File: config.mk
export PLATFORM = sky130hd
export DESIGN_NAME = slice_sequencer
export DESIGN_NICKNAME = d
export VERILOG_FILES = /design/src/rtl/slice_sequencer.sv
export SDC_FILE = /design/constraint.sdc
export NUM_CORES = 1
export LEC_CHECK = 0
export BUFFER_PORTS_ARGS = -buffer_cell sky130_fd_sc_hd__buf_2
export CAP_MARGIN = 20
export CORE_UTILIZATION = 50
export DETAILED_ROUTE_END_ITERATION = 10
export PLACE_DENSITY = 0.67
export SKIP_CTS_REPAIR_TIMING = 1
export SYNTH_ARGS = -nofsm -noshare
export SYNTH_HDL_FRONTEND = slang
export SYNTH_SLANG_ARGS = --single-unit
export TNS_END_PERCENT = 20
File: constraint.sdc
create_clock -name clk -period 7.81 [get_ports clk]
set_clock_uncertainty 0.15 [all_clocks]
set_input_delay 0.3905 -clock clk [delete_from_list [all_inputs] [get_ports clk]]
set_output_delay 0.3905 -clock clk [all_outputs]
set_load 0.01 [all_outputs]
File: src/rtl/slice_sequencer.sv
// Slicing-head job controller: per slice, advance the feed stepper by the
// programmed thickness, then run one cut and wait for the driver's cut_end.
module slice_sequencer #(
    parameter int unsigned STEP_DIV     = 500000,
    parameter int unsigned STEPS_PER_MM = 5,
    parameter logic [39:0] CUT_TIMEOUT  = 40'd15_000_000_000
) (
    input  logic       clk,
    input  logic       rst_n,
    input  logic       start_i,
    input  logic       abort_i,
    input  logic [4:0] slice_num_i,
    input  logic [3:0] thick_i,
    output logic       busy_o,
    output logic       done_o,
    output logic       err_o,
    output logic [4:0] slice_cnt_o,
    output logic       cut_o,
    input  logic       cut_end_i,
    output logic [3:0] feed_sig_o
);
    localparam int unsigned DIV_W  = $clog2(STEP_DIV);
    localparam int unsigned STEP_W = 16;
    localparam int unsigned TMO_W  = 40;
    localparam logic [3:0]  PHASE_RST = 4'b0011;

    typedef enum logic [1:0] {
        ST_IDLE,
        ST_FEED,
        ST_CUT,
        ST_DONE
    } state_e;

    state_e             state_q, state_d;
    logic [4:0]         slice_num_q, slice_num_d;
    logic [STEP_W-1:0]  target_q, target_d;
    logic [STEP_W-1:0]  step_q, step_d;
    logic [DIV_W-1:0]   div_q, div_d;
    logic [TMO_W-1:0]   tmo_q, tmo_d;
    logic               gap_q, gap_d;
    logic [3:0]         phase_q, phase_d;
    logic               sync1_q, sync2_q, sync3_q;
    logic               busy_q, busy_d;
    logic               done_q, done_d;
    logic               err_q, err_d;
    logic [4:0]         slice_cnt_q, slice_cnt_d;
    logic               cut_q, cut_d;
    logic [3:0]         feed_q, feed_d;

    logic               cut_edge;
    logic               div_tc;
    logic               tmo_hit;
    logic [STEP_W-1:0]  target_new;
    logic [STEP_W-1:0]  step_inc;

    assign cut_edge   = sync2_q & ~sync3_q;
    assign div_tc     = (div_q == DIV_W'(STEP_DIV - 1));
    assign tmo_hit    = (CUT_TIMEOUT != 40'd0) && (tmo_q == CUT_TIMEOUT - 40'd1);
    assign target_new = STEP_W'(32'(thick_i) * STEPS_PER_MM);
    assign step_inc   = step_q + STEP_W'(1);

    // Next-state and registered-output logic.
    always_comb begin
        state_d     = state_q;
        slice_num_d = slice_num_q;
        target_d    = target_q;
        step_d      = step_q;
        div_d       = div_q;
        tmo_d       = tmo_q;
        gap_d       = gap_q;
        phase_d     = phase_q;
        err_d       = err_q;
        slice_cnt_d = slice_cnt_q;

        case (state_q)
            ST_IDLE: begin
                if (start_i) begin
                    slice_num_d = slice_num_i;
                    target_d    = target_new;
                    slice_cnt_d = 5'd0;
                    err_d       = 1'b0;
                    step_d      = '0;
                    div_d       = '0;
                    tmo_d       = '0;
                    gap_d       = 1'b0;
                    if (slice_num_i == 5'd0) begin
                        state_d = ST_DONE;
                    end else if (target_new == '0) begin
                        state_d = ST_CUT;
                    end else begin
                        state_d = ST_FEED;
                    end
                end
            end
            ST_FEED: begin
                div_d = div_q + DIV_W'(1);
                if (div_tc) begin
                    div_d   = '0;
                    phase_d = {phase_q[2:0], phase_q[3]};
                    step_d  = step_inc;
                    if (step_inc == target_q) begin
                        state_d = ST_CUT;
                        tmo_d   = '0;
                        gap_d   = 1'b0;
                    end
                end
            end
            ST_CUT: begin
                if (gap_q) begin
                    gap_d = 1'b0;
                    tmo_d = '0;
                end else if (cut_edge) begin
                    slice_cnt_d = slice_cnt_q + 5'd1;
                    if (slice_cnt_d == slice_num_q) begin
                        state_d = ST_DONE;
                    end else if (target_q == '0) begin
                        // Zero thickness: drop cut_o for one cycle so the driver re-arms.
                        gap_d = 1'b1;
                        tmo_d = '0;
                    end else begin
                        state_d = ST_FEED;
                        step_d  = '0;
                        div_d   = '0;
                    end
                end else if (tmo_hit) begin
                    err_d   = 1'b1;
                    state_d = ST_IDLE;
                end else begin
                    tmo_d = tmo_q + TMO_W'(1);
                end
            end
            ST_DONE: begin
                state_d = ST_IDLE;
            end
            default: begin
                state_d = ST_IDLE;
            end
        endcase

        // Abort overrides everything, keeping the visible job status and motor phase.
        if (abort_i) begin
            state_d     = ST_IDLE;
            err_d       = err_q;
            slice_cnt_d = slice_cnt_q;
            phase_d     = phase_q;
            gap_d       = 1'b0;
        end

        busy_d = (state_d != ST_IDLE);
        done_d = (state_d == ST_DONE);
        cut_d  = (state_d == ST_CUT) && !gap_d;
        feed_d = (state_d == ST_FEED) ? phase_d : 4'b0000;
    end

    always_ff @(posedge clk or negedge rst_n) begin
        if (!rst_n) begin
            state_q     <= ST_IDLE;
            slice_num_q <= 5'd0;
            target_q    <= '0;
            step_q      <= '0;
            div_q       <= '0;
            tmo_q       <= '0;
            gap_q       <= 1'b0;
            phase_q     <= PHASE_RST;
            sync1_q     <= 1'b0;
            sync2_q     <= 1'b0;
            sync3_q     <= 1'b0;
            busy_q      <= 1'b0;
            done_q      <= 1'b0;
            err_q       <= 1'b0;
            slice_cnt_q <= 5'd0;
            cut_q       <= 1'b0;
            feed_q      <= 4'b0000;
        end else begin
            state_q     <= state_d;
            slice_num_q <= slice_num_d;
            target_q    <= target_d;
            step_q      <= step_d;
            div_q       <= div_d;
            tmo_q       <= tmo_d;
            gap_q       <= gap_d;
            phase_q     <= phase_d;
            sync1_q     <= cut_end_i;
            sync2_q     <= sync1_q;
            sync3_q     <= sync2_q;
            busy_q      <= busy_d;
            done_q      <= done_d;
            err_q       <= err_d;
            slice_cnt_q <= slice_cnt_d;
            cut_q       <= cut_d;
            feed_q      <= feed_d;
        end
    end

    assign busy_o      = busy_q;
    assign done_o      = done_q;
    assign err_o       = err_q;
    assign slice_cnt_o = slice_cnt_q;
    assign cut_o       = cut_q;
    assign feed_sig_o  = feed_q;

endmodule

==> metrics.md, run 1 <==
| Metric | Value |
|---|---|
| Achievable Freq | 289 MHz |
| Part of the power in registers | 50.7% |
| Met1 Usage GRT | 33.5% |
| DR vias/cell | 6.10 |
| Crit share post-route | 44.3% |
| DRC | 0 |
| Outcome | finished clean |
| Simple-gate share of the synthesized area | 27.8% |
| Syn avg cell area | 8.78 µm² |
| Post-synth EDFFs | 0 |
| Final hold violation count | 0 |
| H-tree lvl count | 3 |
| Post-synthesis instance area | 6270 µm² |
| I/O Buffers | 26 |
| Fraction of registers with async set/reset | 100% |
| ANT cells | 0 |
| Hold Startpoint | slice_num_i[4] |
| Post-detail-place hpwl | 10200 µm |
| WP data required | 7.89 ns |
| CTS tree | done |
| Final setup TNS | 0 ns |
| Bufs and invs on worst path | 0 |
| Library cells used by synthesis | 69 |
| Setup slack after layout | 4.35 ns |
| Switching Power | 0.348 mW |
| Clock power frac | 37.1% |
| Setup violators final | 0 |
| Synth top area share | 43.1% |
| Largest stage delay on the critical path | 0.56 ns |
| Vias | 5487 |
| Minimum clock period | 3.46 ns |
| CTS buffer count | 9 |
| GP Congestion | 0.870 |
| Post-synthesis register bit count | 110 |
| Drt pass-1 iters | 8 |
| Die area | 13000 µm² |
| Grt ovf | 0 |
| Cell family with most CP delay | simple AND/OR/NAND/NOR gates |
| Worst R2R Start | tmo_q[22]$_DFFE_PN0P_ |
| Most common cell in the netlist | dfrtp_1 |
| Critical Path Start Type | flop |
| Critical path class | reg -> reg |
| Post-synth top area cell | dfrtp_1 |
| Synth Flop Type | dfrtp_1 |
| I/O Pins | 27 |
| Gate power share | 12.1% |
| Synth top cells by count | 108 x dfrtp_1, 103 x nand2_1, 67 x nor2_1 |
| Core area | 12100 µm² |
| Site Rows | 40 |
| Largest net degree at the start of global routing | 74 |
| Final Max Slew Viols | 0 |
| Relative slew slack | 39.0% |
| Share of post-route cells with drive strength above 1 | 10.4% |
| Max Cap Viol | 0 |
| Synth Area in Adders | 1.92% |
| Least-Margin Pin Slew | 0.915 ns |
| Largest family of logic cells by synthesized area | simple AND/OR/NAND/NOR gates |
| Worst slack at placement | 4.38 ns |
| Seq/Total Area, Yosys | 44.0% |
| Sw Ratio | 27.8% |
| Pint | 0.904 mW |
| Most Crowded Layer GR | met2 |
| Total GRT Usage | 24.5% |
| Mapped Cells | 714 |
| CP Capture Type | flop |
| Routed WL | 14900 µm |
| Max VDD drop | 0.108 mV |
| GR Layer Usage met2 | 39.0% |
| Area Growth Syn to Fin | 9.07% |
| Global-route wire length before repair | 25300 µm |
| CTS Buffer Depth | 2 |
| Root Driver | clkbuf_16 |
| Clock Sink Count | 110 |
| Die Ht | 114 µm |
| Initial antenna violation count | 0 |
| Count of warnings emitted by yosys | 0 |
| Power density cells | 183 nW/µm² |
| Mux contribution to synthesized area | 0.899% |
| Worst-path clk slew | 0.08 ns |
| Crit-path max FO | 26 |
| Worst Hold Class | in -> reg |
| Compound-cell area share of the yosys netlist | 19.4% |
| Drt initial violations | 544 |
| Nets | 749 |
| Initial Util | 51.7% |
| CP Cell Sequence | or4b_1 -> nor4_1 -> nand4b_1 -> o31ai_1 -> o31a_2 -> or2_1 -> o21ai_1 |
| Met3 global-route usage | 5.37% |
| Synth area leaders | dfrtp_1 43%, nand2_1 6.2%, o21ai_0 5.1% |
| Die width | 114 µm |
| Worst skew pair latency | 0.36 ns |
| Vias in the first global route | 5132 |
| Wirelength per Cell | 16.5 µm |
| Syn_nets | 737 |
| RSZ-0062 raised after global routing | false |
| Crit path arrival time | 3.54 ns |
| Critical path's slowest cell | o31a_2 |
| Xor/xnor cell area share of the yosys netlist | 3.21% |
| Lkg Pwr | 2.95 nW |
| Crit path from | tmo_q[22]$_DFFE_PN0P_ |
| Number of routed nets with antenna violations | 0 |
state kept, by name, summed over array words and instances, names as in the netlist, 2 cells and up:
name and flops:
phase_q 4, div_q 19, slice_num_q 5, tmo_q 40
feed_sig_o 4, step_q 16, slice_cnt_o 5, target_q 7
state_q 2
placed cells by master, fill, tap and decap left out, types with 10 or more instances in the layout:
cell,count
dfrtp_1,108
nand2_1,103
nor2_1,67
o21ai_0,64
nand3_1,34
nor3_1,33
nand4_1,25
a31oi_1,25
buf_2,25
a21oi_1,22
o31ai_1,16
xnor2_1,15
and3_1,14
a21o_1,12
nor4_1,10
o41ai_1,10
cell families (layout without fill, tap and decap cells):
logic type,after synthesis,count (layout)
adder cells (fa/ha/maj),9,9
flip-flops,110,110
multiplexers,5,5
buffers and inverters,41,58
AND/OR/NAND/NOR,341,341
AO/OA/AOI/OAI,185,185
XOR/XNOR,23,23
tightest hold or removal path, stage by stage:
cell and delay, ns:
buf_2 0.09, nand2_1 0.04, nand2_1 0.05
metrics by stage:
step	power, mW	utilization (%)	instance area (µm²)	hold WS (ns)	cells
after floorplan	0.744	-	6270	-0.0551	714
after global placement	0.791	53.8	6520	0.189	881
after detailed placement	0.796	53.8	6520	0.190	881
after CTS	1.27	56.3	6810	-0.136	897
after global routing	1.31	56.4	6830	0.0906	899
final	1.25	56.4	6830	0.0896	899
cell type report:
class / instances / area (µm²)
clock buffer: 9 / 225
inverter: 9 / 33.8
tap: 168 / 210
timing repair buffer: 33 / 190
fill: 1107 / 5280
sequential: 110 / 2760
multi-input combinational: 563 / 3350
clock inverter: 7 / 73.8
power by group through the flow:
stage          clock, mW  combinational (mW)  sequential [mW]
2_1_floorplan          0               0.109            0.635
3_3_place_gp           0               0.147            0.644
3_5_place_dp           0               0.151            0.645
4_1_cts            0.479               0.152            0.634
5_1_grt            0.499               0.172            0.640
6_report           0.465               0.152            0.635
worst paths after layout:
check,to,slack [ns],depth (start not counted)
min in group asynchronous,step_q[5]$_DFFE_PN0P_,0.40,2
worst min register to register,sync2_q$_DFF_PN0_,0.21,0
worst max register to register,tmo_q[1]$_DFFE_PN0P_,4.35,7
worst min-delay path,slice_num_q[4]$_DFFE_PN0P_,0.09,3
worst max-delay path,tmo_q[1]$_DFFE_PN0P_,4.35,7
max in group asynchronous,tmo_q[12]$_DFFE_PN0P_,5.80,3
routing by layer:
metal / share of wire, % / up-vias
met5: 0 / -
met4: 1.4 / 0
met3: 4.1 / 16
met2: 47 / 131
met1: 48 / 2682
li1: - / 2658
No activity file was read; power rests on OpenSTA's default activity.
==> run 2: changes to the inputs <==
==> constraint.sdc (replaced) <==
create_clock -name clk -period 3.2 [get_ports clk]
set_clock_uncertainty 0.15 [all_clocks]
set_input_delay 0.16 -clock clk [delete_from_list [all_inputs] [get_ports clk]]
set_output_delay 0.16 -clock clk [all_outputs]
set_load 0.01 [all_outputs]
==> run 2 against run 1 <==
Net effect: design area grew 2.5%; sequential power grew 140%; core utilization grew 1.4 points; register-to-register slack lost 4.2 ns; worst hold slack lost 0.074 ns.
==> metrics.md, run 2 (synthesis gave the netlist of run 1 again) <==
| Metric | Value |
|---|---|
| Worst R2R Start | step_q[0]$_DFFE_PN0P_ |
| End of the critical path | tmo_q[24]$_DFFE_PN0P_ |
| Site Rows | 40 (unchanged) |
| Die area | 13000 µm² (unchanged) |
| Biggest register | tmo_q |
| Number of routed nets with antenna violations | 0 (unchanged) |
| Die width | 114 µm (unchanged) |
| Commonest non-fill, non-tap cell in the layout | dfrtp_1 |
| Gate power share | 12.7% (+0.6 points) |
| Crit-path max FO | 14 (-46%) |
| Root Driver | clkbuf_16 |
| I/O Pins | 27 (unchanged) |
| Wirelength per Cell | 16.4 µm (-0.65%) |
| CTS Buffer Depth | 2 (unchanged) |
| Clock power frac | 37.9% (+0.8 points) |
| Clock Sink Count | 110 (unchanged) |
| RSZ-0062 raised after global routing | false |
| Worst reg2reg endpoint | tmo_q[24]$_DFFE_PN0P_ |
| FF-to-FF path depth | 9 (+2) |
| Lkg Pwr | 3.04 nW (+3.0%) |
| Minimum clock period | 3.02 ns (-0.443 ns) |
| Critical path class | reg -> reg |
| Switching Power | 0.833 mW (+140%) |
| Pint | 2.30 mW (+150%) |
| Power density cells | 447 nW/µm² (+140%) |
| Max reg flops | 40 (unchanged) |
| Worst skew pair latency | 0.36 ns (about the same) |
| Final hold violation count | 0 (unchanged) |
| Least-Margin Pin Slew | 0.742 ns (-0.173 ns) |
| Nets | 766 (+2.3%) |
| Part of the power in registers | 49.4% (-1.3 points) |
| Die Ht | 114 µm (unchanged) |
| Routed WL | 15100 µm (+1.2%) |
| Crit path from | step_q[0]$_DFFE_PN0P_ |
| Hold WS | 0.0152 ns (-0.0744 ns) |
| Relative slew slack | 50.3% (+11 points) |
| Top flop regs | tmo_q: 40 flops, div_q: 19 flops, step_q: 16 flops |
| Achievable Freq | 332 MHz (+15%) |
| DR vias/cell | 6.07 (-0.51%) |
| ANT cells | 0 (unchanged) |
| Setup violators final | 0 (unchanged) |
| Final Max Slew Viols | 0 (unchanged) |
| Global-route wire length before repair | 25400 µm (+0.33%) |
| I/O Buffers | 26 (unchanged) |
| Total GRT Usage | 24.6% (+0.083 points) |
| Crit path arrival time | 3.08 ns (-0.46 ns) |
| CP Capture Type | flop |
| Vias | 5562 (+1.4%) |
| GP Congestion | 0.829 (-4.7%) |
| Sw Ratio | 26.6% (-1.2 points) |
| Most frequent cells in the layout | 108 x dfrtp_1, 103 x nand2_1, 67 x nor2_1, 64 x o21ai_0, 34 x nand3_1 |
| Initial Util | 51.7% (unchanged) |
| H-tree lvl count | 3 (unchanged) |
| Post-detail-place hpwl | 10200 µm (+0.32%) |
| Vias in the first global route | 5241 (+2.1%) |
| Largest net degree at the start of global routing | 63 (-15%) |
| Critical Path Start Type | flop |
| Share of post-route cells with drive strength above 1 | 11.1% (+0.70 points) |
| Reg2Reg Setup Slack | 0.18 ns (-4.17 ns) |
| Max Cap Viol | 0 (unchanged) |
| Grt ovf | 0 (unchanged) |
| Worst Hold Class | in -> reg |
| Worst-path clk slew | 0.07 ns (about the same) |
| Area Growth Syn to Fin | 11.8% |
| Initial antenna violation count | 0 (unchanged) |
| Final setup TNS | 0 ns (unchanged) |
| CTS buffer count | 9 (unchanged) |
| Outcome | finished clean |
| Core area | 12100 µm² (unchanged) |
| WP data required | 3.27 ns (-4.62 ns) |
| Drt initial violations | 423 (-22%) |
| Crit share post-route | 94.2% (+50 points) |
| DRC | 0 (unchanged) |
| Drt pass-1 iters | 5 (-3) |
| Max VDD drop | 0.439 mV (+310%) |
| Hold Path Depth | 2 (-1) |
| CTS tree | done |
run 2: cell types whose count changed in the layout (fill, tap and decap cells not counted):
cell / delta
buf_4: +8
dlygate4sd3_1: +8
clkbuf_1: +2
clkinv_4: -2
buf_12: +1
bufinv_16: +1
clkinv_2: +1
clkinvlp_4: -1
inv_6: -1
run 2: per-stage QoR:
| step | util, % | area (µm²) | instances | power, mW | worst slack, ns |
|---|---|---|---|---|---|
| global route | 57.8 | 7000 | 916 | 3.27 | 0.00584 |
| detailed placement | 54.5 | 6600 | 890 | 1.96 | 0.237 |
| finish | 57.8 | 7000 | 916 | 3.13 | 0.185 |
| floorplan | - | 6270 | 714 | 1.81 | 0.468 |
| CTS | 57.0 | 6900 | 906 | 3.15 | 0.218 |
| global placement | 54.5 | 6600 | 890 | 1.94 | 0.295 |
run 2: per-layer routing:
layer	global-route usage (%)	vias to the layer above	wire [µm]
met5	0	-	0
met4	8.14	0	180
met3	5.42	14	506
met2	38.3	109	7080
met1	34.0	2741	7290
li1	-	2698	-
run 2: worst min-delay path by stage:
| stage | start | endpoint | slack (ns) |
|---|---|---|---|
| after floorplan | rst_n | busy_o$_DFF_PN0_ | -0.29 |
| after CTS | rst_n | step_q[6]$_DFFE_PN0P_ | -0.31 |
| final | abort_i | state_q[0]$_DFF_PN0_ | 0.02 |
| after detailed placement | rst_n | step_q[7]$_DFFE_PN0P_ | 0.07 |
| after global routing | abort_i | state_q[1]$_DFF_PN0_ | 0.02 |
| after global placement | rst_n | step_q[7]$_DFFE_PN0P_ | 0.06 |
run 2: power by group through the flow:
stage | Sequential, mW | Clock (mW) | Combinational (mW)
floorplan | 1.55 | 0 | 0.266
global placement | 1.57 | 0 | 0.374
detailed placement | 1.57 | 0 | 0.388
CTS | 1.54 | 1.22 | 0.389
global route | 1.56 | 1.26 | 0.447
finish | 1.55 | 1.19 | 0.398
run 2: final cells by class:
type / instances / area, µm²
timing repair buffer: 50 / 350
fill: 1106 / 5110
clock buffer: 11 / 233
multi-input combinational: 563 / 3350
inverter: 9 / 33.8
clock inverter: 5 / 75.1
tap: 168 / 210
sequential: 110 / 2760
run 2: critical path, stage by stage, from the launching register on:
cell and delay (ns):
dfrtp_1 0.44, ha_1 0.30, and4_1 0.26, a311o_1 0.36
a21oi_1 0.12, o2111ai_1 0.16, o31a_2 0.40, buf_4 0.20
a2111oi_0 0.39, a21oi_1 0.08
